[src/rtl/mul_unit.sv]
// mul_unit -- 8x8 sequential shift-add multiplier feeding reg_file.
//
// An accepted START latches the operands and runs 8 shift-add steps
// (LSB-first over the multiplier), then pulses WRITE for one cycle with
// the destination address and the result. All outputs are registered.
//
// Ports:
//   CLK       in   rising-edge clock
//   RESET     in   asynchronous active-low reset
//   START     in   request a multiply (taken in IDLE, or when leaving DONE)
//   DATA1     in   [7:0] multiplicand
//   DATA2     in   [7:0] multiplier
//   DESTADDR  in   [2:0] destination register index
//   BUSY      out  stall request, high while the multiply runs
//   WRITE     out  one-cycle write-enable to reg_file
//   WRADDR    out  [2:0] write address (held after the write)
//   RESULT    out  [7:0] write data (held after the write)
//   OVF       out  product high byte nonzero; cleared by the next START
//
// Build option: define MUL_SAT_EN to saturate RESULT to 8'hFF on overflow;
// otherwise RESULT is the low byte of the product.
module mul_unit (
   input  logic       CLK,
   input  logic       RESET,
   input  logic       START,
   input  logic [7:0] DATA1,
   input  logic [7:0] DATA2,
   input  logic [2:0] DESTADDR,
   output logic       BUSY,
   output logic       WRITE,
   output logic [2:0] WRADDR,
   output logic [7:0] RESULT,
   output logic       OVF
);

   typedef enum logic [1:0] {S_IDLE, S_RUN, S_DONE} state_t;

   state_t      r_state;
   state_t      w_next;
   logic [7:0]  r_mcand;
   logic [7:0]  r_mplr;
   logic [2:0]  r_dest;
   logic [15:0] r_acc;
   logic [2:0]  r_cnt;

   logic        w_accept;
   logic        w_last;
   logic [15:0] w_addend;
   logic [15:0] w_sum;
   logic [7:0]  w_res;

   // START is honoured in IDLE and on the edge leaving DONE (back-to-back).
   assign w_accept = START && (r_state == S_IDLE || r_state == S_DONE);
   assign w_last   = (r_state == S_RUN) && (r_cnt == 3'd7);
   assign w_addend = r_mplr[r_cnt] ? ({8'h00, r_mcand} << r_cnt) : 16'h0000;
   assign w_sum    = r_acc + w_addend;

`ifdef MUL_SAT_EN
   assign w_res = (|w_sum[15:8]) ? 8'hFF : w_sum[7:0];
`else
   assign w_res = w_sum[7:0];
`endif

   always_ff @(posedge CLK or negedge RESET) begin
      if (!RESET) r_state <= S_IDLE;
      else        r_state <= w_next;
   end

   always_comb begin
      w_next = r_state;
      case (r_state)
         S_IDLE:  if (w_accept) w_next = S_RUN;
         S_RUN:   if (w_last)   w_next = S_DONE;
         S_DONE:  w_next = w_accept ? S_RUN : S_IDLE;
         default: w_next = S_IDLE;
      endcase
   end

   always_ff @(posedge CLK or negedge RESET) begin
      if (!RESET) begin
         r_mcand <= 8'h00;
         r_mplr  <= 8'h00;
         r_dest  <= 3'd0;
         r_acc   <= 16'h0000;
         r_cnt   <= 3'd0;
         BUSY    <= 1'b0;
         WRITE   <= 1'b0;
         WRADDR  <= 3'd0;
         RESULT  <= 8'h00;
         OVF     <= 1'b0;
      end else begin
         // Moore outputs decoded from the state being entered.
         BUSY  <= (w_next == S_RUN);
         WRITE <= (w_next == S_DONE);
         if (w_accept) begin
            r_mcand <= DATA1;
            r_mplr  <= DATA2;
            r_dest  <= DESTADDR;
            r_acc   <= 16'h0000;
            r_cnt   <= 3'd0;
            OVF     <= 1'b0;
         end else if (r_state == S_RUN) begin
            // Always 8 steps; zero operands simply add nothing.
            r_acc <= w_sum;
            r_cnt <= r_cnt + 3'd1;
            if (w_last) begin
               OVF    <= |w_sum[15:8];
               RESULT <= w_res;
               WRADDR <= r_dest;
            end
         end
      end
   end

endmodule

[config.mk]
export PLATFORM = sky130hd
export DESIGN_NAME = mul_unit
export DESIGN_NICKNAME = d
export VERILOG_FILES = /design/src/rtl/mul_unit.sv
export SDC_FILE = /design/constraint.sdc
export NUM_CORES = 1
export LEC_CHECK = 0
export ABC_CLOCK_PERIOD_IN_PS = 8100
export CORE_UTILIZATION = 30
export DETAILED_ROUTE_END_ITERATION = 10
export SYNTH_ARGS = -nofsm -noshare
export SYNTH_HDL_FRONTEND = slang
export SYNTH_SLANG_ARGS = --single-unit
[constraint.sdc]
create_clock -name CLK -period 8.1 [get_ports CLK]
set_input_delay 1.62 -clock CLK [delete_from_list [all_inputs] [get_ports CLK]]
set_output_delay 1.62 -clock CLK [all_outputs]
set_load 0.1 [all_outputs]
; Yosys cells after proc, flatten, opt, wreduce, memory -nomap -nowiden
; Index checks and enable logic that the tools add are counted.
[totals]
output_inout_bits = 14
elab_cells = 44
register_bits = 54
in_bits = 22
[op_classes]
eq_ne = 5
bitwise_logic = 1
muxes = 14
reduce_logical = 9
shifts = 1
order_cmp = 1
n_addsub = 2
[ops]
columns = cell, n
row1 = $mux 16, 3
row2 = $add 16x16->16, 1
row3 = $shl 8x3->16, 1
row4 = $reduce_or 8->1, 1
row5 = $mux 3, 2
row6 = $pmux 2 s3, 1
row7 = $mux 1, 5
row8 = $eq 2x1->1 const B, 2
row9 = $eq 2x2->1 const B, 2
row10 = $lt 3x4->1 const B, 1
row11 = $mux 2, 2
row12 = $reduce_bool 2->1, 2
row13 = $add 3x1->3 const B, 1
row14 = $bmux 1 s3, 1
row15 = $eq 3x3->1 const B, 1
row16 = $reduce_and 3->1, 1
row17 = $logic_and 1x1->1, 2
row18 = $logic_not 2->1, 1
row19 = $reduce_and 2->1, 1
row20 = $logic_or 1x1->1, 1
row21 = $not 1->1, 1

; Logic depth before layout (Yosys ltp)
; Gate-level depths: netlist of the first run.
[logic_depth]
depth_word = 8
depth_mapped = 16
mapped_depth_nobuf = 14

; Worst setup path before layout of the first run
; Ideal clock, no wire load.
[synth_path]
path_kind = flip-flop to flip-flop
from = register r_cnt[0]
to = register OVF
required_ps = 7966
period_less_slack_ps = 3557
setup_slack_ps = 4543
path_buffers = 2
t_arrival_ps = 3423
setup_time_ps = 134
stages_incl_launch_ff = 15
path_cell_list = dfrtp_1 clkbuf_1 mux4_2 nand2_1 and2_1 clkbuf_1 nor2_1 ha_1 a21o_1 a221oi_2 a211oi_2 or3_4 a211oi_2 and4b_1 a21oi_1
[synth_between]
elab_chain_cells = 8
elab_cells_between_ends = 13
classes_between = 1 x add/sub / 1 x eq/ne / 1 x shift / 6 x mux / 4 x reduce/logical
[synth_rtl]
columns = element, line
row1 = "start, declared", 44  ; logic [2:0] r_cnt;
row2 = "start signal, assigned", 105  ; r_cnt <= r_cnt + 3'd1;
row3 = $bmux 1 s3, 55  ; assign w_addend = r_mplr[r_cnt] ? ({8'h00, r_mcand} << r_cnt) : 16'h0000;
row4 = $mux 1 (implied by the code), 55
row5 = $mux 16, 55
row6 = $add 16x16->16, 56  ; assign w_sum = r_acc + w_addend;
row7 = $reduce_or 8->1, 107  ; OVF <= |w_sum[15:8];
row8 = $mux 1, 106  ; if (w_last) begin
row9 = $mux 1, 102  ; end else if (r_state == S_RUN) begin
row10 = $mux 1, 95  ; if (w_accept) begin
row11 = "end signal, assigned", 107
row12 = "end, declared", 33  ; output logic OVF
; Parallel ways exist; a longest one is shown, timed or not. The select of a mux whose other input is x is not followed.
; A chain may end at the register's enable or synchronous reset.

; Worst setup path after layout of the first run
; Same ends and word-level chain as after synthesis.

==> results.md, run 1 <==
* Post-CTS Setup Bufs at 0
* Crit start category: flip-flop
* Yosys warns at 0
* Area fraction in compound gates after synthesis at 0.173
* PortBufs at 35
* Yosys reg bits at 54
* Number of synthesized flops with an enable pin at 0
* Avg Inst Size Synth at 8.93 sq um
* Post-synth cell types at 49
* Die area at 10900 sq um
* Cells after synthesis at 353
* Seq/Total Area, Yosys at 0.429
* Chip width at 105 um
* Grt ovf at 0
* WL/cell at 13.3 um
* Syn nets at 393
* First-pass GRT wire length at 12000 um
* R2r setup slk at 4240 ps
* CP Cell Sequence: mux4_2 -> nand2_1 -> and2_1 -> nor2_1 -> ha_1 -> a21o_1 -> a221oi_2 -> a211oi_2 -> or3_4 -> a211oi_2 -> and4b_1 -> a21oi_1
* Reg2reg path depth at 12
* F_max at 259 MHz
* First-pass iteration count of the detailed router at 4
* Clk root buf: clkbuf_8
* Clk_lat worst skew at 310 ps
* Setup violators final at 0
* Worst Hold Depth at 2
* Syn Std Cell Area at 3150 sq um
* Hold Path Sink: r_mplr[5]
* Reg-to-Reg End: OVF
* # DRC at 0
* Final nets at 422
* Die H at 105 um
* RePlAce Congestion at 0.924
* Share of cells above drive strength 1 at 0.0836
* Area Overhead vs Synth at 19.8%
* Crit end category: flip-flop
* Final hold vios at 0
* Synth Area in Simple Gates at 0.203
* Dominant synthesized flop cell: dfrtp_1
* Clk buf depth at 2
* 1st-iter DRT viols at 109
* Crit path time final at 3860 ps
* Final Skew at 9.77 ps
* Via density at 4.84
* Final Cycle Share at 0.477
* Top delay family on crit path: compound AO/OA/AOI/OAI gates
* Vias in the first global route at 2481
* Hold Crit Start: r_mplr[5]
* Ports at 36
* Ant diodes at 0
* Post-Route WL at 6910 um
* Max Cap Viol at 0
* Initial Util at 0.307
* Antenna-violating nets left at 0
* Post-Route Setup TNS at 0 ps
* CP bufs+invs at 0
* Clock Pin Slew Worst Setup and Hold Paths at 100 ps
* CP max FO at 15
* Post-synthesis async set-or-reset flop share at 1.00
* Hold Path Class: flip-flop to flip-flop
* Most used cell, CP: a211oi_2
* RSZ-0062 raised after global routing: false
* CTS buffer count at 5
* Post-CTS sizing at 0
* HPWL Detailed at 5120 um
* Largest stage delay on the critical path at 680 ps
* Synth Area in XOR/XNOR at 0.0278
* Clock sink count at 54
* H-tree Lvls at 2
* Crit path max-delay cell type: dfrtp_1
* Worst EP arrival at 4050 ps
* Main combinational cell family by area after synthesis: simple AND/OR/NAND/NOR gates
* Pins Over Slew Limit at 0
* Adder-Cell Fraction of Synth Area at 0.0738
* Mux contribution to synthesized area at 0.0627
* R2r startpoint: r_cnt[0]
* Slew @ Worst Pin at 975 ps
* Slew Limit Headroom at 0.348
* Largest net degree at the start of global routing at 55
* Core box area at 10300 sq um
* Crit path required time at 8290 ps
* CTS tree: done
* GR Util All Layers at 0.135
* Vias at 2511
* Status: completed
* CTS Hold Buffers Added at 0
* # rows at 37
* CP Class: flip-flop to flip-flop
* Antenna violations before repair at 0
metal layers:
layer / GRT usage / up-vias / share of wire
met5: 0 / - / 0
li1: - / 1295 / -
met2: 0.219 / 39 / 0.45
met3: 0.0238 / 7 / 0.026
met1: 0.182 / 1170 / 0.51
met4: 0.0439 / 0 / 0.012
registers in the layout (all words and copies together), names as in the netlist, 2 cells and up:
| signal | cells |
|---|---|
| RESULT | 8 |
| WRADDR | 3 |
| r_acc | 16 |
| r_cnt | 3 |
| r_dest | 3 |
| r_mcand | 8 |
| r_mplr | 8 |
| r_state | 2 |
layout by cell type, fill, tap and decap left out, drive strengths merged, types with 3 or more instances in the layout:
| cell type | netlist | layout |
|---|---|---|
| mux2 | 10 | 10 |
| a21o | 3 | 3 |
| ha | 17 | 17 |
| xnor2 | 3 | 3 |
| or3 | 4 | 4 |
| clkdlybuf4s50 | 0 | 34 |
| buf | 0 | 5 |
| nor3 | 7 | 7 |
| a21oi | 28 | 28 |
| nand2b | 3 | 3 |
| o21ai | 21 | 21 |
| nand3 | 7 | 7 |
| xor2 | 7 | 7 |
| inv | 8 | 8 |
| a22o | 9 | 9 |
| and3 | 5 | 5 |
| clkbuf | 17 | 6 |
| nand2 | 82 | 82 |
| nor2b | 6 | 6 |
| dfrtp | 54 | 54 |
| mux2i | 4 | 4 |
| nor2 | 26 | 26 |
| a211oi | 3 | 3 |
worst max path at each step:
stage | from | end | cells after the start | slack, ps
6_report | r_cnt[0] | OVF | 12 | 4240
2_1_floorplan | r_cnt[0] | OVF | 14 | 4540
4_1_cts | r_cnt[0] | OVF | 12 | 4200
5_1_grt | r_cnt[0] | OVF | 12 | 3960
3_3_place_gp | r_cnt[0] | OVF | 12 | 4300
3_5_place_dp | r_cnt[0] | OVF | 12 | 4200
worst reg2reg max path, delay by kind of cell (launching register included):
kind	cells	cell delay (ps)
simple gates	5	1060
compound gates	5	1070
fa+ha+maj	1	350
mux	1	580
flops	1	680
metrics by stage:
step / setup WS [ps] / instance area, sq um / utilization / instances / hold slack [ps]
floorplan: 4540 / 3150 / - / 353 / 440
global placement: 4300 / 3630 / 0.354 / 511 / 453
detailed placement: 4200 / 3630 / 0.354 / 511 / 460
CTS: 4200 / 3780 / 0.367 / 519 / 486
global route: 3960 / 3780 / 0.367 / 519 / 515
finish: 4240 / 3780 / 0.367 / 519 / 482
cells in the mapped netlist, drive strengths merged (4+ instances only):
master | instances | area share
or3 | 4 | 0.0095
inv | 8 | 0.0095
nor3 | 7 | 0.011
nand2 | 82 | 0.098
and3 | 5 | 0.0099
dfrtp | 54 | 0.43
mux2 | 10 | 0.036
o21ai | 21 | 0.033
nor2 | 26 | 0.031
a21oi | 28 | 0.044
clkbuf | 17 | 0.021
ha | 17 | 0.067
a22o | 9 | 0.025
nor2b | 6 | 0.012
mux2i | 4 | 0.013
nand3 | 7 | 0.011
xor2 | 7 | 0.019
final cells by class:
class	count	area, sq um
tap	136	170
multi-input combinational	273	1700
timing repair buffer	39	375
clock buffer	6	82.6
inverter	9	33.8
fill	1097	6500
sequential	54	1350
clock inverter	2	60.1
kinds of logic (layout without fill, tap and decap cells):
kind of cell | after synthesis | after routing
compound gates | 83 | 83
xor+xnor | 10 | 10
fa+ha+maj | 18 | 18
buf+inv | 26 | 56
flops | 54 | 54
mux | 16 | 16
simple gates | 146 | 146
Power of run 1 is left out: the tool's default activity adds up to more than one toggle a clock period on the data nets, which glitch-free logic cannot reach.
==> inputs of run 2 (changes only) <==
--- a/config.mk
+++ b/config.mk
@@ -5,7 +5,7 @@
 export SDC_FILE = /design/constraint.sdc
 export NUM_CORES = 1
 export LEC_CHECK = 0
-export ABC_CLOCK_PERIOD_IN_PS = 8100
+export ABC_CLOCK_PERIOD_IN_PS = 3400
 export CORE_UTILIZATION = 30
 export DETAILED_ROUTE_END_ITERATION = 10
 export SYNTH_ARGS = -nofsm -noshare
==> constraint.sdc (replaced) <==
create_clock -name CLK -period 3.4 [get_ports CLK]
set_input_delay 0.68 -clock CLK [delete_from_list [all_inputs] [get_ports CLK]]
set_output_delay 0.68 -clock CLK [all_outputs]
set_load 0.1 [all_outputs]
==> results.md, run 2 (same netlist as run 1, synthesis figures left out) <==
* Gr busiest metal: met2
* Largest Register: r_acc
* Crit path required time at 3590 ps
* H-tree Lvls at 2
* Fillers at 1068
* Ports at 36
* Vias in the first global route at 2525
* RSZ-0062 raised after global routing: true
* CTS buffer count at 5
* Grt met1 use at 0.191
* Crit start category: flip-flop
* Fin Hold WS at 297 ps
* CP Class: flip-flop to flip-flop
* Max Cap Viol at 0
* Hold Path Class: primary input to async pin
* Ant diodes at 0
* M2 GR Usage at 0.220
* Pins Over Slew Limit at 0
* Die area at 10900 sq um
* Final Cycle Share at 0.979
* Status: completed
* Post-Route WL at 7290 um
* PortBufs at 35
* 1st-iter DRT viols at 89
* Slew Limit Headroom at 0.358
* CTS tree: done
* First-pass GRT wire length at 12400 um
* Grt ovf at 0
* Share of cells above drive strength 1 at 0.173
* Vias at 2602
* Antenna-violating nets left at 0
* RePlAce Congestion at 0.875
* Clk root buf: clkbuf_8
* Via density at 4.86
* Dpl ws at -71.8 ps
* HPWL Detailed at 5370 um
* Core box area at 10300 sq um
* Final Skew at 6.26 ps
* Clk_lat worst skew at 310 ps
* GR Util All Layers at 0.142
* Die H at 105 um
* Area Overhead vs Synth at 23.3%
* # rows at 37
* WL/cell at 13.6 um
* CP max FO at 5
* Max reg flops at 16
* Crit end category: flip-flop
* Reg2reg path depth at 12
* Crit path time final at 3330 ps
* Setup violators final at 0
* R2r startpoint: r_cnt[0]
* M3 GR Usage at 0.0294
* F_max at 300 MHz
* First-pass iteration count of the detailed router at 4
* Reg-to-Reg End: OVF
* Commonest cells after routing, fill and taps aside: 80 x nand2_1, 53 x dfrtp_1, 31 x buf_4
* Clk buf depth at 2
* Worst Setup Slack, final at 70.5 ps
* R2r setup slk at 70 ps
* Initial Util at 0.307
* Chip width at 105 um
* Largest net degree at the start of global routing at 38
* Clock sink count at 54
* Worst EP arrival at 3520 ps
* Final nets at 438
* Clock Pin Slew Worst Setup and Hold Paths at 110 ps
* Final hold vios at 0
* # DRC at 0
* Slew @ Worst Pin at 960 ps
* Area occupied by registers at 1350 sq um
* Commonest non-fill, non-tap cell in the layout: nand2_1
* Antenna violations before repair at 0
* Multi-input gate area in the final layout at 1740 sq um
## run 2: changes by cell type in the layout (fill, tap and decap cells not counted), sizes merged
| cell | delta |
|---|---|
| clkdlybuf4s50 | -12 |
| buf | +28 |
| inv | +2 |
| clkbuf | -1 |
| bufinv | -1 |
## run 2: cell type report
| cell class | instances | area share |
|---|---|---|
| clock inverter | 3 | 0.0122 |
| inverter | 9 | 0.00869 |
| timing repair buffer | 55 | 0.122 |
| multi-input combinational | 273 | 0.448 |
| clock buffer | 5 | 0.0177 |
| tap | 136 | 0.0438 |
| sequential | 54 | 0.348 |
## run 2: worst max-delay path, stage by stage (launching register included)
cell	delay, ps
dfrtp_2	430
mux4_2	550
nand2_4	80
and2_4	170
nor2_1	60
ha_1	350
a21o_1	230
a221oi_4	360
a211oi_2	140
or3_4	350
a211oi_2	200
and4b_1	210
a21oi_1	70
## run 2: how the worst max path moves through the flow
stage | startpoint | cells after the start | to | slack (ps)
final | r_cnt[0] | 12 | OVF | 70
after global routing | r_cnt[0] | 12 | OVF | -60
after CTS | r_cnt[0] | 14 | OVF | 2
after detailed placement | r_cnt[0] | 12 | OVF | -70
after global placement | r_cnt[0] | 12 | OVF | 6
after floorplan | r_cnt[0] | 14 | OVF | 10
## run 2: repair_timing
action	CTS	global route
pin swaps	3	7
hold buffers	0	0
setup buffers	1	6
resized for setup	6	10
gates cloned	0	0
endpoints found under the setup margin	1	3
## run 2: per-stage QoR
step	utilization	instances	TNS, ps	area (sq um)
after floorplan	-	353	0	3160
after global placement	0.357	520	0	3670
after detailed placement	0.357	520	-71.8	3670
after CTS	0.372	529	0	3820
after global routing	0.378	535	-73.3	3890
final	0.378	535	0	3890
## run 2: per-layer routing
layer | part of all wire | vias up | wire length [um]
li1 | - | 1329 | -
met1 | 0.49 | 1208 | 3580
met2 | 0.45 | 47 | 3280
met3 | 0.032 | 18 | 234
met4 | 0.027 | 0 | 197
met5 | 0 | - | 0
Power of run 2 is left out for the same reason.
